### src/rtl/pass_entry_ctrl_if.sv
// Keypad-to-controller bus for pass_entry_ctrl: key strobes and stored code in,
// password display and lock/alarm indications out.
interface pass_entry_ctrl_if;
  logic [11:0] i_stored_pass;
  logic        i_key_valid;
  logic [3:0]  i_key_digit;
  logic        i_key_clear;
  logic        i_key_enter;
  logic [11:0] o_password;
  logic        o_disp_en;
  logic        o_unlock;
  logic        o_alarm;
  logic        o_fail;

  modport master (
    output i_stored_pass, i_key_valid, i_key_digit, i_key_clear, i_key_enter,
    input  o_password, o_disp_en, o_unlock, o_alarm, o_fail
  );

  modport slave (
    input  i_stored_pass, i_key_valid, i_key_digit, i_key_clear, i_key_enter,
    output o_password, o_disp_en, o_unlock, o_alarm, o_fail
  );
endinterface

### src/rtl/pass_entry_ctrl.sv
// Door-code entry sequencer: collects 3 BCD digits, checks them on Enter, and
// drives unlock / fail-count lockout. Define PASS_LOCKOUT_BLINK_EN to flash the display during lockout.
module pass_entry_ctrl #(
  parameter int unsigned TIMEOUT_CYCLES = 1000,
  parameter int unsigned UNLOCK_CYCLES  = 500,
  parameter int unsigned MAX_FAIL       = 3,
  parameter int unsigned LOCKOUT_CYCLES = 2000,
  parameter int unsigned BLINK_CYCLES   = 50
) (
  input  logic              i_clk,
  input  logic              i_rst,
  pass_entry_ctrl_if.slave  bus
);

  localparam int unsigned HOLD_MAX = (UNLOCK_CYCLES > LOCKOUT_CYCLES) ? UNLOCK_CYCLES : LOCKOUT_CYCLES;
  localparam int unsigned TMO_W    = $clog2(TIMEOUT_CYCLES) + 1;
  localparam int unsigned HOLD_W   = $clog2(HOLD_MAX) + 1;
  localparam int unsigned FAIL_W   = $clog2(MAX_FAIL) + 1;

  typedef enum logic [2:0] {IDLE, ENTRY, CHECK, OPEN, LOCKOUT} state_t;

  state_t              state;
  logic [1:0]          digit_cnt;
  logic [FAIL_W-1:0]   fail_cnt;
  logic [TMO_W-1:0]    tmo_cnt;
  logic [HOLD_W-1:0]   hold_cnt;
`ifdef PASS_LOCKOUT_BLINK_EN
  localparam int unsigned BLINK_W = $clog2(BLINK_CYCLES) + 1;
  logic [BLINK_W-1:0]  blink_cnt;
`endif

  // Digit strobe that survives priority: clear and enter both outrank it.
  logic digit_ok;
  assign digit_ok = bus.i_key_valid && (bus.i_key_digit <= 4'd9)
                    && !bus.i_key_clear && !bus.i_key_enter;

  // NOTE: non-blocking assignments only; every branch reads pre-edge register values.
  always_ff @(posedge i_clk) begin
    if (i_rst) begin
      state          <= IDLE;
      digit_cnt      <= '0;
      fail_cnt       <= '0;
      tmo_cnt        <= '0;
      hold_cnt       <= '0;
      bus.o_password <= '0;
      bus.o_disp_en  <= 1'b0;
      bus.o_unlock   <= 1'b0;
      bus.o_alarm    <= 1'b0;
      bus.o_fail     <= 1'b0;
`ifdef PASS_LOCKOUT_BLINK_EN
      blink_cnt      <= '0;
`endif
    end else begin
      bus.o_fail <= 1'b0;
      case (state)
        IDLE: begin
          if (digit_ok) begin
            state          <= ENTRY;
            bus.o_password <= {8'h00, bus.i_key_digit};
            digit_cnt      <= 2'd1;
            tmo_cnt        <= '0;
            bus.o_disp_en  <= 1'b1;
          end
        end

        ENTRY: begin
          if (bus.i_key_clear) begin
            state          <= IDLE;
            bus.o_password <= '0;
            digit_cnt      <= '0;
            bus.o_disp_en  <= 1'b0;
          end else if (bus.i_key_enter && digit_cnt == 2'd3) begin
            state <= CHECK;
          end else if (digit_ok && digit_cnt != 2'd3) begin
            bus.o_password <= {bus.o_password[7:0], bus.i_key_digit};
            digit_cnt      <= digit_cnt + 2'd1;
            tmo_cnt        <= '0;
          end else if (tmo_cnt == TMO_W'(TIMEOUT_CYCLES - 1)) begin
            state          <= IDLE;
            bus.o_password <= '0;
            digit_cnt      <= '0;
            bus.o_disp_en  <= 1'b0;
          end else begin
            tmo_cnt <= tmo_cnt + 1'b1;
          end
        end

        CHECK: begin
          digit_cnt <= '0;
          hold_cnt  <= '0;
          if (bus.o_password == bus.i_stored_pass) begin
            state          <= OPEN;
            fail_cnt       <= '0;
            bus.o_password <= '0;
            bus.o_unlock   <= 1'b1;
            bus.o_disp_en  <= 1'b0;
          end else begin
            bus.o_fail <= 1'b1;
            fail_cnt   <= fail_cnt + 1'b1;
            if (fail_cnt + 1'b1 == FAIL_W'(MAX_FAIL)) begin
              // Rejected code stays on the bus so the blink build can flash it.
              state       <= LOCKOUT;
              bus.o_alarm <= 1'b1;
`ifdef PASS_LOCKOUT_BLINK_EN
              bus.o_disp_en <= 1'b1;
              blink_cnt     <= '0;
`else
              bus.o_disp_en <= 1'b0;
`endif
            end else begin
              state          <= IDLE;
              bus.o_password <= '0;
              bus.o_disp_en  <= 1'b0;
            end
          end
        end

        OPEN: begin
          if (hold_cnt == HOLD_W'(UNLOCK_CYCLES - 1)) begin
            state        <= IDLE;
            bus.o_unlock <= 1'b0;
          end else begin
            hold_cnt <= hold_cnt + 1'b1;
          end
        end

        LOCKOUT: begin
`ifdef PASS_LOCKOUT_BLINK_EN
          if (blink_cnt == BLINK_W'(BLINK_CYCLES - 1)) begin
            blink_cnt     <= '0;
            bus.o_disp_en <= ~bus.o_disp_en;
          end else begin
            blink_cnt <= blink_cnt + 1'b1;
          end
`endif
          // Expiry assignments come last so they override the blink toggle.
          if (hold_cnt == HOLD_W'(LOCKOUT_CYCLES - 1)) begin
            state          <= IDLE;
            bus.o_alarm    <= 1'b0;
            bus.o_password <= '0;
            bus.o_disp_en  <= 1'b0;
            fail_cnt       <= '0;
          end else begin
            hold_cnt <= hold_cnt + 1'b1;
          end
        end

        default: state <= IDLE;
      endcase
    end
  end

endmodule

### src/flat_wrapper.sv
// flat-port wrapper written by rule: the top's interface ports become plain ports
module pass_entry_ctrl_flat 
#(
  parameter int unsigned TIMEOUT_CYCLES = 1000,
  parameter int unsigned UNLOCK_CYCLES  = 500,
  parameter int unsigned MAX_FAIL       = 3,
  parameter int unsigned LOCKOUT_CYCLES = 2000,
  parameter int unsigned BLINK_CYCLES   = 50
)
  (i_clk, i_rst, bus_i_stored_pass, bus_i_key_valid, bus_i_key_digit, bus_i_key_clear, bus_i_key_enter, bus_o_password, bus_o_disp_en, bus_o_unlock, bus_o_alarm, bus_o_fail);
  pass_entry_ctrl_if bus_i ();
  input  logic i_clk;
  input  logic i_rst;
  input wire logic [$bits(bus_i.i_stored_pass)-1:0] bus_i_stored_pass;
  input wire logic [$bits(bus_i.i_key_valid)-1:0] bus_i_key_valid;
  input wire logic [$bits(bus_i.i_key_digit)-1:0] bus_i_key_digit;
  input wire logic [$bits(bus_i.i_key_clear)-1:0] bus_i_key_clear;
  input wire logic [$bits(bus_i.i_key_enter)-1:0] bus_i_key_enter;
  output wire logic [$bits(bus_i.o_password)-1:0] bus_o_password;
  output wire logic [$bits(bus_i.o_disp_en)-1:0] bus_o_disp_en;
  output wire logic [$bits(bus_i.o_unlock)-1:0] bus_o_unlock;
  output wire logic [$bits(bus_i.o_alarm)-1:0] bus_o_alarm;
  output wire logic [$bits(bus_i.o_fail)-1:0] bus_o_fail;
  assign bus_i.i_stored_pass = bus_i_stored_pass;
  assign bus_i.i_key_valid = bus_i_key_valid;
  assign bus_i.i_key_digit = bus_i_key_digit;
  assign bus_i.i_key_clear = bus_i_key_clear;
  assign bus_i.i_key_enter = bus_i_key_enter;
  assign bus_o_password = bus_i.o_password;
  assign bus_o_disp_en = bus_i.o_disp_en;
  assign bus_o_unlock = bus_i.o_unlock;
  assign bus_o_alarm = bus_i.o_alarm;
  assign bus_o_fail = bus_i.o_fail;
  pass_entry_ctrl #(.TIMEOUT_CYCLES(TIMEOUT_CYCLES), .UNLOCK_CYCLES(UNLOCK_CYCLES), .MAX_FAIL(MAX_FAIL), .LOCKOUT_CYCLES(LOCKOUT_CYCLES), .BLINK_CYCLES(BLINK_CYCLES)) u_core (.i_clk(i_clk), .i_rst(i_rst), .bus(bus_i));
endmodule
### config.mk
export PLATFORM = sky130hd
export DESIGN_NAME = pass_entry_ctrl_flat
export DESIGN_NICKNAME = d
export VERILOG_FILES = /design/src/rtl/pass_entry_ctrl_if.sv /design/src/rtl/pass_entry_ctrl.sv /design/src/flat_wrapper.sv
export SDC_FILE = /design/constraint.sdc
export NUM_CORES = 1
export LEC_CHECK = 0
export CORE_MARGIN = 5
export CORE_UTILIZATION = 32
export DETAILED_ROUTE_END_ITERATION = 8
export SYNTH_ARGS = -nofsm -noshare
export SYNTH_HDL_FRONTEND = slang
export SYNTH_SLANG_ARGS = --single-unit
### constraint.sdc
create_clock -name i_clk -period 5.3 [get_ports i_clk]
set_clock_uncertainty 0.2 [all_clocks]
set_input_delay 0.795 -clock i_clk [delete_from_list [all_inputs] [get_ports i_clk]]
set_output_delay 0.795 -clock i_clk [all_outputs]
set_load 0.02 [all_outputs]
==> run metrics, run 1 <==
non-filler cells in the finished layout 426; synthesized netlist net count about 320; clock net sink count 47; Final Hold Slack about 0.28 ns; register area share after synthesis 0.384; worst reg2reg path depth 6; number of vias after detailed routing 2195; worst setup slack for register-to-register paths 2.30 ns; time the worst path needs with I/O delays and setup 3.35 ns; Max Cap Viol 0; total global routing overflow 0; Resized cells post-CTS 0; ranking of synthesized cells by area sky130_fd_sc_hd__dfxtp_1 38%, sky130_fd_sc_hd__xnor2_1 6.8%, sky130_fd_sc_hd__a21oi_1 5.1%; first-pass GRT wire length 9470 um; data arrival time of the critical path 3.37 ns; Hold Fails Final Rpt 0; most used flip-flop cell after synthesis sky130_fd_sc_hd__dfxtp_1; Worst VDD drop just under 0.0001 V; average vias per placed instance 5.15; latest clock arrival within the worst-skew pair 0.29 ns; maximum number of pins on one net before global-route repair 24; Async S/R FF share, synth 0; number of hold buffers added after cts 0; worst hold start u_core.hold_cnt[1]; Worst Hold End u_core.hold_cnt[1]; sum of negative setup slack 0 ns; Post-Synth Simple-Gate Area 0.280; endpoint of the lowest-slack register-to-register path u_core.tmo_cnt[9]; cell taking the most area after synthesis sky130_fd_sc_hd__dfxtp_1; setup fix buffers added after clock tree synthesis 0; total power density per cell area 229 nW/um^2; buffers added on ports 36; Min-Delay Path Depth 2; GRT Resource Usage Total 0.117; die area 9510 sq um; maximum level of the CTS H-tree 2; fraction of layout instances using a drive strength above 1 0.0494; final critical-path share of the clock period 0.632; Post-Synth XOR/XNOR Area 0.0930; top-level I/O count 37; Avg Inst Size Synth 8.48 sq um; via count of the first global-routing pass 2024; Post-Syn Instances 289; Net count, final roughly 350; Die Y-Extent around 97 um; Post-DP HPWL ~4200 um; width of the chip roughly 97 um; number of antenna violations at the first check in global routing 0; Tightest Hold Check Type reg -> reg; Finished Core Util 0.395; data required time at the worst endpoint about 5.3 ns; clock transition at the registers of the reported paths 0.09 ns; combinational family with the most area after synthesis simple AND/OR/NAND/NOR gates; number of flops mapped to enable cells by yosys 0; largest fanout of any net on the critical path 11; leak pwr 0.000981 uW; share of the synthesized area in the top cell type 0.384; initial standard-cell utilization of the core 0.322; synthesized area 2450 sq um; Iter 0 DRT Violations 86; synthesized flop and latch total 47; final total power ~690 uW; number of design rule violations left after detail routing 0; core footprint 7610 sq um; drt pass-1 iters 4; count of warnings emitted by yosys 0; Compound-Gate Fraction of Synth Area 0.173; type of origin of the critical path primary input; worst reg2reg path startpoint u_core.state[0]; max-slew violations 0; distinct cell type count after synthesis 52; routed wire length 5550 um; routed length per instance about 13 um; placed instance count 418; critical path class in -> reg; run status finished, final reports clean; final-report setup violation count 0; routability congestion estimate from global placement 0.912; category of the worst setup path capture point flip-flop; TritonCTS clock tree done; number of CTS-inserted buffers 5; buffer levels on the longest clock path 2; FP Rows 32; Synth Area in Adders 0.0255; Fmax achieved 298 MHz; worst slew margin relative to its limit 0.501; antenna cell count 0; slew at the pin with the worst max-slew slack 0.748 ns; CTS Root Buffer Type sky130_fd_sc_hd__clkbuf_8; antenna violation net count after detailed routing 0; fraction of synthesized area in multiplexers 0.0163; layout-stage area growth over the synthesis result 22.7%; unrepaired setup endpoints after global routing false
[area by class of cell]
cell class	instances	area, sq um
inverters	3	11.3
clock buffers	6	82.6
repair buffers	37	368
well taps	102	128
fillers	799	4600
multi-input cells	229	1440
flip-flops and latches	47	941
clock inverters	2	35.0
[worst max-delay path by stage]
stage          slack [ns]  cells after the start                end            start
2_1_floorplan        2.74                      7  u_core.tmo_cnt[3]  bus_i_key_clear
3_3_place_gp         1.70                      7  u_core.tmo_cnt[9]  bus_i_key_enter
3_5_place_dp         1.67                      7  u_core.tmo_cnt[9]  bus_i_key_enter
4_1_cts              1.98                      7  u_core.tmo_cnt[9]  bus_i_key_enter
5_1_grt              1.77                      7  u_core.tmo_cnt[9]  bus_i_key_enter
6_report             1.95                      7  u_core.tmo_cnt[9]  bus_i_key_enter
[layout by cell type (no fill, tap or decap), types with 4 or more instances in the layout]
master,n
sky130_fd_sc_hd__dfxtp_1,47
sky130_fd_sc_hd__clkdlybuf4s50_1,36
sky130_fd_sc_hd__nor2_1,32
sky130_fd_sc_hd__a21oi_1,25
sky130_fd_sc_hd__nand2_1,24
sky130_fd_sc_hd__xnor2_1,19
sky130_fd_sc_hd__nand3_1,10
sky130_fd_sc_hd__nor3_1,9
sky130_fd_sc_hd__a22o_1,9
sky130_fd_sc_hd__o21ai_0,9
sky130_fd_sc_hd__nand2b_1,8
sky130_fd_sc_hd__nand4_1,8
sky130_fd_sc_hd__or3_1,7
sky130_fd_sc_hd__xor2_1,7
sky130_fd_sc_hd__nor4_1,6
sky130_fd_sc_hd__clkbuf_8,6
sky130_fd_sc_hd__o21ai_1,5
sky130_fd_sc_hd__ha_1,5
sky130_fd_sc_hd__mux2i_1,4
[flip-flops by register name (all words and copies together), names as in the netlist]
register,cells
u_core.bus.o_alarm,1
u_core.bus.o_disp_en,1
u_core.bus.o_fail,1
u_core.bus.o_password,12
u_core.bus.o_unlock,1
u_core.digit_cnt,2
u_core.fail_cnt,3
u_core.hold_cnt,12
u_core.state,3
u_core.tmo_cnt,11
[Yosys cell counts, types with 8 or more instances]
master,instances
sky130_fd_sc_hd__xnor2_1,19
sky130_fd_sc_hd__a21oi_1,25
sky130_fd_sc_hd__nand2b_1,8
sky130_fd_sc_hd__nor3_1,9
sky130_fd_sc_hd__nand3_1,10
sky130_fd_sc_hd__nand2_1,24
sky130_fd_sc_hd__o21ai_0,9
sky130_fd_sc_hd__a22o_1,9
sky130_fd_sc_hd__nor2_1,32
sky130_fd_sc_hd__dfxtp_1,47
sky130_fd_sc_hd__nand4_1,8
[routing by layer]
layer / GRT usage / share of wire / vias to the layer above
li1: - / - / 1118
met2: 0.188 / 0.45 / 41
met5: 0 / 0 / -
met1: 0.162 / 0.50 / 1030
met4: 0.0234 / 0.0097 / 0
met3: 0.0223 / 0.031 / 6
[where the power goes]
| part | switching (uW) | internal (uW) |
|---|---|---|
| Sequential | 4.87 | 356 |
| Clock | 119 | 153 |
| Combinational | 27.3 | 30.0 |
[per-stage QoR]
step                      instance area, sq um  worst slack (ns)
after floorplan                           2450              2.74
after global placement                    2890              1.70
after detailed placement                  2890              1.67
after CTS                                 3010              1.98
after global routing                      3010              1.77
final                                     3010              1.95
[cell families after synthesis]
logic type	Yosys count
xor gates and xnor gates	26
DFF	47
AOI/OAI and AO/OA	66
buffers and inverters	13
muxes	4
adders and majority gates	5
and+or+nand+nor	128
[worst max-delay path: stages]
cell and delay, ns:
sky130_fd_sc_hd__clkdlybuf4s50_1 0.47, sky130_fd_sc_hd__or3b_1 0.46, sky130_fd_sc_hd__o311a_1 0.38, sky130_fd_sc_hd__a21oi_1 0.61
sky130_fd_sc_hd__nand4_1 0.19, sky130_fd_sc_hd__or3_1 0.33, sky130_fd_sc_hd__a21oi_1 0.14
Power figures use the tool's default switching activity.
==> run 2, diff against run 1 <==
==> constraint.sdc (replaced) <==
create_clock -name i_clk -period 3.4 [get_ports i_clk]
set_clock_uncertainty 0.2 [all_clocks]
set_input_delay 0.51 -clock i_clk [delete_from_list [all_inputs] [get_ports i_clk]]
set_output_delay 0.51 -clock i_clk [all_outputs]
set_load 0.02 [all_outputs]
==> run 2 against run 1 <==
Against the previous run: core utilization about the same; register-to-register slack got worse by 1.4 ns; routed wire length increased by 0.41%; flip-flop and latch count unchanged; critical endpoint is now u_core.bus.o_password[5].
==> run metrics, run 2 (synthesis gave the netlist of run 1 again) <==
Critical-path top delay cell sky130_fd_sc_hd__clkdlybuf4s50_1; largest fanout of any net on the critical path 8 (-3); first-pass GRT wire length 9880 um (+4.3%); run status finished, final reports clean; FP Rows 32 (unchanged); sum of negative setup slack 0 ns (unchanged); Resized cells post-CTS 0 (unchanged); total power density per cell area 340 nW/um^2 (+48%); largest registers in the final layout u_core.bus.o_password x12, u_core.hold_cnt x12, u_core.tmo_cnt x11; clock transition at the registers of the reported paths 0.09 ns (about the same); Max Cap Viol 0 (unchanged); drt pass-1 iters 4 (unchanged); final-report setup violation count 0 (unchanged); crit path buf inv count 1 (unchanged); type of origin of the critical path primary input; data required time at the worst endpoint 3.44 ns (-1.88 ns); max-slew violations 0 (unchanged); layout-stage area growth over the synthesis result 22.7% (about the same); maximum level of the CTS H-tree 2 (unchanged); average vias per placed instance 5.01 (-2.7%); number of vias after detailed routing 2146 (-2.2%); top library cells by usage in the layout, fill and taps aside 47 x sky130_fd_sc_hd__dfxtp_1, 36 x sky130_fd_sc_hd__clkdlybuf4s50_1, 32 x sky130_fd_sc_hd__nor2_1; Worst VDD drop 0.000188 V (+94%); TritonCTS clock tree done; Finished Core Util 0.395 (about the same); antenna cell count 0 (unchanged); top-level I/O count 37 (unchanged); clock net sink count 47 (unchanged); total global routing overflow 0 (unchanged); data arrival time of the critical path 2.68 ns (-0.69 ns); number of CTS-inserted buffers 5 (unchanged); setup fix buffers added after clock tree synthesis 0 (unchanged); Tightest Hold Check Type reg -> reg; via count of the first global-routing pass 2076 (+2.6%); core footprint 7610 sq um (unchanged); number of design rule violations left after detail routing 0 (unchanged); Die Y-Extent 97.5 um (unchanged); number of antenna violations at the first check in global routing 0 (unchanged); number of hold buffers added after cts 0 (unchanged); die area 9510 sq um (unchanged); Net count, final 351 (+0.57%); antenna violation net count after detailed routing 0 (unchanged); maximum number of pins on one net before global-route repair 18 (-25%); family with the most delay on the worst path simple AND/OR/NAND/NOR gates; initial standard-cell utilization of the core 0.322 (unchanged); summed area of non-filler cells in the final layout 3010 sq um (about the same); Iter 0 DRT Violations 93 (+8.1%); routed wire length 5570 um (+0.41%); worst slew margin relative to its limit 0.579 (+0.0784); routed length per instance 13.0 um (about the same); buffer levels on the longest clock path 2 (unchanged); unrepaired setup endpoints after global routing false; routability congestion estimate from global placement 0.919 (+0.77%); width of the chip 97.5 um (unchanged); GRT Resource Usage Total 0.123 (+0.00646); category of the worst setup path capture point flip-flop; list of cells traversed by the critical path clkdlybuf4s50_1 > or3b_1 > nor3_1 > nand2b_1 > nor2_1 > a22o_1; buffers added on ports 36 (unchanged); Fmax achieved 379 MHz; CTS Root Buffer Type sky130_fd_sc_hd__clkbuf_8; Post-DP HPWL 4310 um (+2.0%); time the worst path needs with I/O delays and setup about 2.6 ns; biggest cell delay along the critical path 0.48 ns (-0.13 ns); slew at the pin with the worst max-slew slack 0.629 ns (-0.119 ns); area of placed instances 2900 sq um (+0.52%); final critical-path share of the clock period 0.775; Hold Fails Final Rpt 0 (unchanged); fraction of layout instances using a drive strength above 1 0.0552 (+0.00583); latest clock arrival within the worst-skew pair 0.29 ns (about the same); critical path class in -> reg; leak pwr 0.000981 uW (about the same); most frequent standard cell in the layout excluding fill and tap cells sky130_fd_sc_hd__dfxtp_1
run 2: worst min-delay path: stages (launching register included):
cell                      delay (ns)
sky130_fd_sc_hd__dfxtp_1        0.33
sky130_fd_sc_hd__nand2_1        0.06
sky130_fd_sc_hd__a21oi_1        0.05
run 2: metal layers:
metal,global-route usage,share of wire
met5,0,0
met3,0.0223,0.021
met4,0.0341,0.0090
met1,0.172,0.50
met2,0.194,0.47
run 2: through the flow:
step	hold slack (ns)	worst slack (ns)	cells	power, uW
6_report	0.279	0.763	428	1020
2_1_floorplan	0.245	1.12	289	623
3_3_place_gp	0.255	0.507	420	666
3_5_place_dp	0.273	0.473	420	667
5_1_grt	0.307	0.595	428	1080
4_1_cts	0.285	0.790	428	1040
run 2: final cells by class:
class | instances | area [sq um]
tap | 102 | 128
sequential | 47 | 941
clock inverter | 1 | 7.51
timing repair buffer | 39 | 383
multi-input combinational | 229 | 1440
clock buffer | 7 | 96.3
inverter | 3 | 11.3
fill | 798 | 4600
run 2: power breakdown:
| group | switching [uW] | leakage (uW) | total (uW) | internal, uW |
|---|---|---|---|---|
| logic | 44.1 | 0.000552 | 92.2 | 48.1 |
| registers | 6.31 | 0.000379 | 561 | 555 |
| clock network | 184 | 0.0000505 | 369 | 185 |
| total | 234 | 0.000981 | 1020 | 788 |
run 2: worst paths after layout:
kind	startpoint	slack, ns	to	depth (start not counted)
setup / recovery	bus_i_key_enter	0.76	u_core.bus.o_password[5]	6
hold / removal	u_core.hold_cnt[1]	0.28	u_core.hold_cnt[1]	2
setup reg to reg	u_core.state[2]	0.92	u_core.hold_cnt[10]	6
hold reg to reg	u_core.hold_cnt[1]	0.28	u_core.hold_cnt[1]	2
==> run 3, diff against run 2 <==
==> constraint.sdc (replaced) <==
create_clock -name i_clk -period 2.2 [get_ports i_clk]
set_clock_uncertainty 0.2 [all_clocks]
set_input_delay 0.33 -clock i_clk [delete_from_list [all_inputs] [get_ports i_clk]]
set_output_delay 0.33 -clock i_clk [all_outputs]
set_load 0.02 [all_outputs]
==> run 3 against run 2 <==
Against the previous run: core utilization up 6.2 points; total power up 59%; flip-flop and latch count unchanged; largest cell class unchanged; critical path depth up 2; first-iteration DRC count up 9.7%; hold slack worse by 0.00059 ns; register-to-register slack worse by 0.88 ns; clock power up 60%; global-route usage up 0.85 points; cell area up 16%.
==> run metrics, run 3 (synthesis gave the netlist of run 1 again) <==
run status finished, final reports clean; placed instance count 463 (+10%); average vias per placed instance 4.99 (-0.57%); routed length per instance 13.2 um (+1.5%); non-filler cells in the finished layout 474 (+11%); clock net sink count 47 (unchanged); drt pass-1 iters 4 (unchanged); FP Rows 32 (unchanged); Worst Setup Slack, final 0.0448 ns (-0.719 ns); fraction of layout instances using a drive strength above 1 0.228 (+0.173); Net count, final 397 (+13%); maximum level of the CTS H-tree 2 (unchanged); Max Cap Viol 0 (unchanged); total power density per cell area 469 nW/um^2 (+38%); unrepaired setup endpoints after global routing true; number of hold buffers added after cts 0 (unchanged); latest clock arrival within the worst-skew pair 0.30 ns (about the same); number of vias after detailed routing 2363 (+10%); category of the worst setup path capture point flip-flop; data arrival time of the critical path 2.19 ns (-0.49 ns); Fmax achieved around 460 MHz; critical path class reg -> reg; time the worst path needs with I/O delays and setup 2.16 ns; Finished Core Util 0.457 (+0.0617); number of antenna violations at the first check in global routing 0 (unchanged); first-pass GRT wire length 10600 um (+6.9%); final critical-path share of the clock period 0.980; sum of negative setup slack 0 ns (unchanged); final-report setup violation count 0 (unchanged); number of CTS-inserted buffers 5 (unchanged); width of the chip 97.5 um (unchanged); buffer levels on the longest clock path 2 (unchanged); buffers added on ports 36 (unchanged); top library cells by usage in the layout, fill and taps aside 46 x sky130_fd_sc_hd__buf_4, 43 x sky130_fd_sc_hd__dfxtp_1, 33 x sky130_fd_sc_hd__clkdlybuf4s50_1; via count of the first global-routing pass 2319 (+12%); type of origin of the critical path flip-flop; largest registers in the final layout u_core.bus.o_password x12, u_core.hold_cnt x12, u_core.tmo_cnt x11; slew at the pin with the worst max-slew slack 0.384 ns (-0.246 ns); Worst VDD drop 0.000255 V (+36%); dpl ws -0.486 ns (-0.960 ns); initial standard-cell utilization of the core 0.322 (unchanged); data required time at the worst endpoint 2.24 ns (-1.20 ns); GRT Resource Usage Total 0.131 (+0.00849); Tightest Hold Check Type reg -> reg; routed wire length 6260 um (+12%); Post-DP HPWL 4870 um (+13%); top-level I/O count 37 (unchanged); TritonCTS clock tree done; routability congestion estimate from global placement 0.828 (-9.9%); core footprint 7610 sq um (unchanged); worst slew margin relative to its limit 0.742 (+0.163); max-slew violations 0 (unchanged); Hold Fails Final Rpt 0 (unchanged); most frequent standard cell in the layout excluding fill and tap cells sky130_fd_sc_hd__buf_4; die area 9510 sq um (unchanged); largest fanout of any net on the critical path 5 (-3); maximum number of pins on one net before global-route repair 24 (+6); Die Y-Extent 97.5 um (unchanged); Iter 0 DRT Violations 102 (+9.7%); leak pwr 0.00123 uW (+26%); total global routing overflow 0 (unchanged); number of design rule violations left after detail routing 0 (unchanged); layout-stage area growth over the synthesis result 41.9%; antenna violation net count after detailed routing 0 (unchanged); clock transition at the registers of the reported paths 0.09 ns (about the same); CTS Root Buffer Type sky130_fd_sc_hd__clkbuf_8; antenna cell count 0 (unchanged)
==> run 3: changes by cell type in the layout (fill, tap and decap cells not counted), sizes merged <==
cell	delta
buf	+46
clkdlybuf4s50	-3
dlygate4sd2	+3
==> run 3: through the flow <==
step | area (sq um) | hold slack (ns) | power, uW
6_report | 3480 | 0.279 | 1630
5_1_grt | 3480 | 0.313 | 1700
4_1_cts | 3380 | 0.279 | 1650
3_5_place_dp | 3270 | 0.266 | 1060
3_3_place_gp | 3270 | 0.258 | 1060
2_1_floorplan | 2470 | 0.245 | 962
==> run 3: path summary, 6_finish.rpt <==
kind | start | to | slack [ns] | cells after the start
hold reg to reg | u_core.fail_cnt[2] | u_core.fail_cnt[2] | 0.28 | 2
hold / removal | u_core.fail_cnt[2] | u_core.fail_cnt[2] | 0.28 | 2
setup / recovery | u_core.hold_cnt[0] | u_core.hold_cnt[10] | 0.04 | 8
setup reg to reg | u_core.hold_cnt[0] | u_core.hold_cnt[10] | 0.04 | 8
==> run 3: area by class of cell <==
class | count | area [sq um]
tap | 102 | 128
multi-input combinational | 229 | 1530
timing repair buffer | 85 | 753
inverter | 3 | 11.3
sequential | 47 | 946
fill | 769 | 4130
clock inverter | 1 | 7.51
clock buffer | 7 | 96.3
==> run 3: worst max-delay path: stages (launching register included) <==
cell and delay, ns:
sky130_fd_sc_hd__dfxtp_2 0.34, sky130_fd_sc_hd__ha_4 0.17, sky130_fd_sc_hd__nand2b_4 0.08, sky130_fd_sc_hd__buf_4 0.13, sky130_fd_sc_hd__o41ai_4 0.08, sky130_fd_sc_hd__a22o_1 0.24
sky130_fd_sc_hd__or3_4 0.36, sky130_fd_sc_hd__or3_1 0.36, sky130_fd_sc_hd__a21oi_1 0.12
==> run 3: report_power, final <==
| group | total [uW] | leakage, uW | switching, uW | internal [uW] |
|---|---|---|---|---|
| logic | 176 | 0.000803 | 78.0 | 97.6 |
| clock network | 589 | 0.0000505 | 302 | 286 |
| registers | 864 | 0.000381 | 6.83 | 858 |
| total | 1630 | 0.00123 | 387 | 1240 |
==> run 3: layer usage <==
metal | routed length [um] | GRT usage | part of all wire | vias up
met3 | 106 | 0.0266 | 0.017 | 7
li1 | - | - | - | 1206
met5 | 0 | 0 | 0 | -
met1 | 2930 | 0.159 | 0.47 | 1126
met2 | 3140 | 0.232 | 0.50 | 24
met4 | 79 | 0.0415 | 0.013 | 0
==> run 3: timing repair <==
item | in CTS | in global routing
pin swaps | 6 | 6
gates resized for setup | 6 | 18
endpoints found under the setup margin | 19 | 21
buffers inserted | 1 | 2
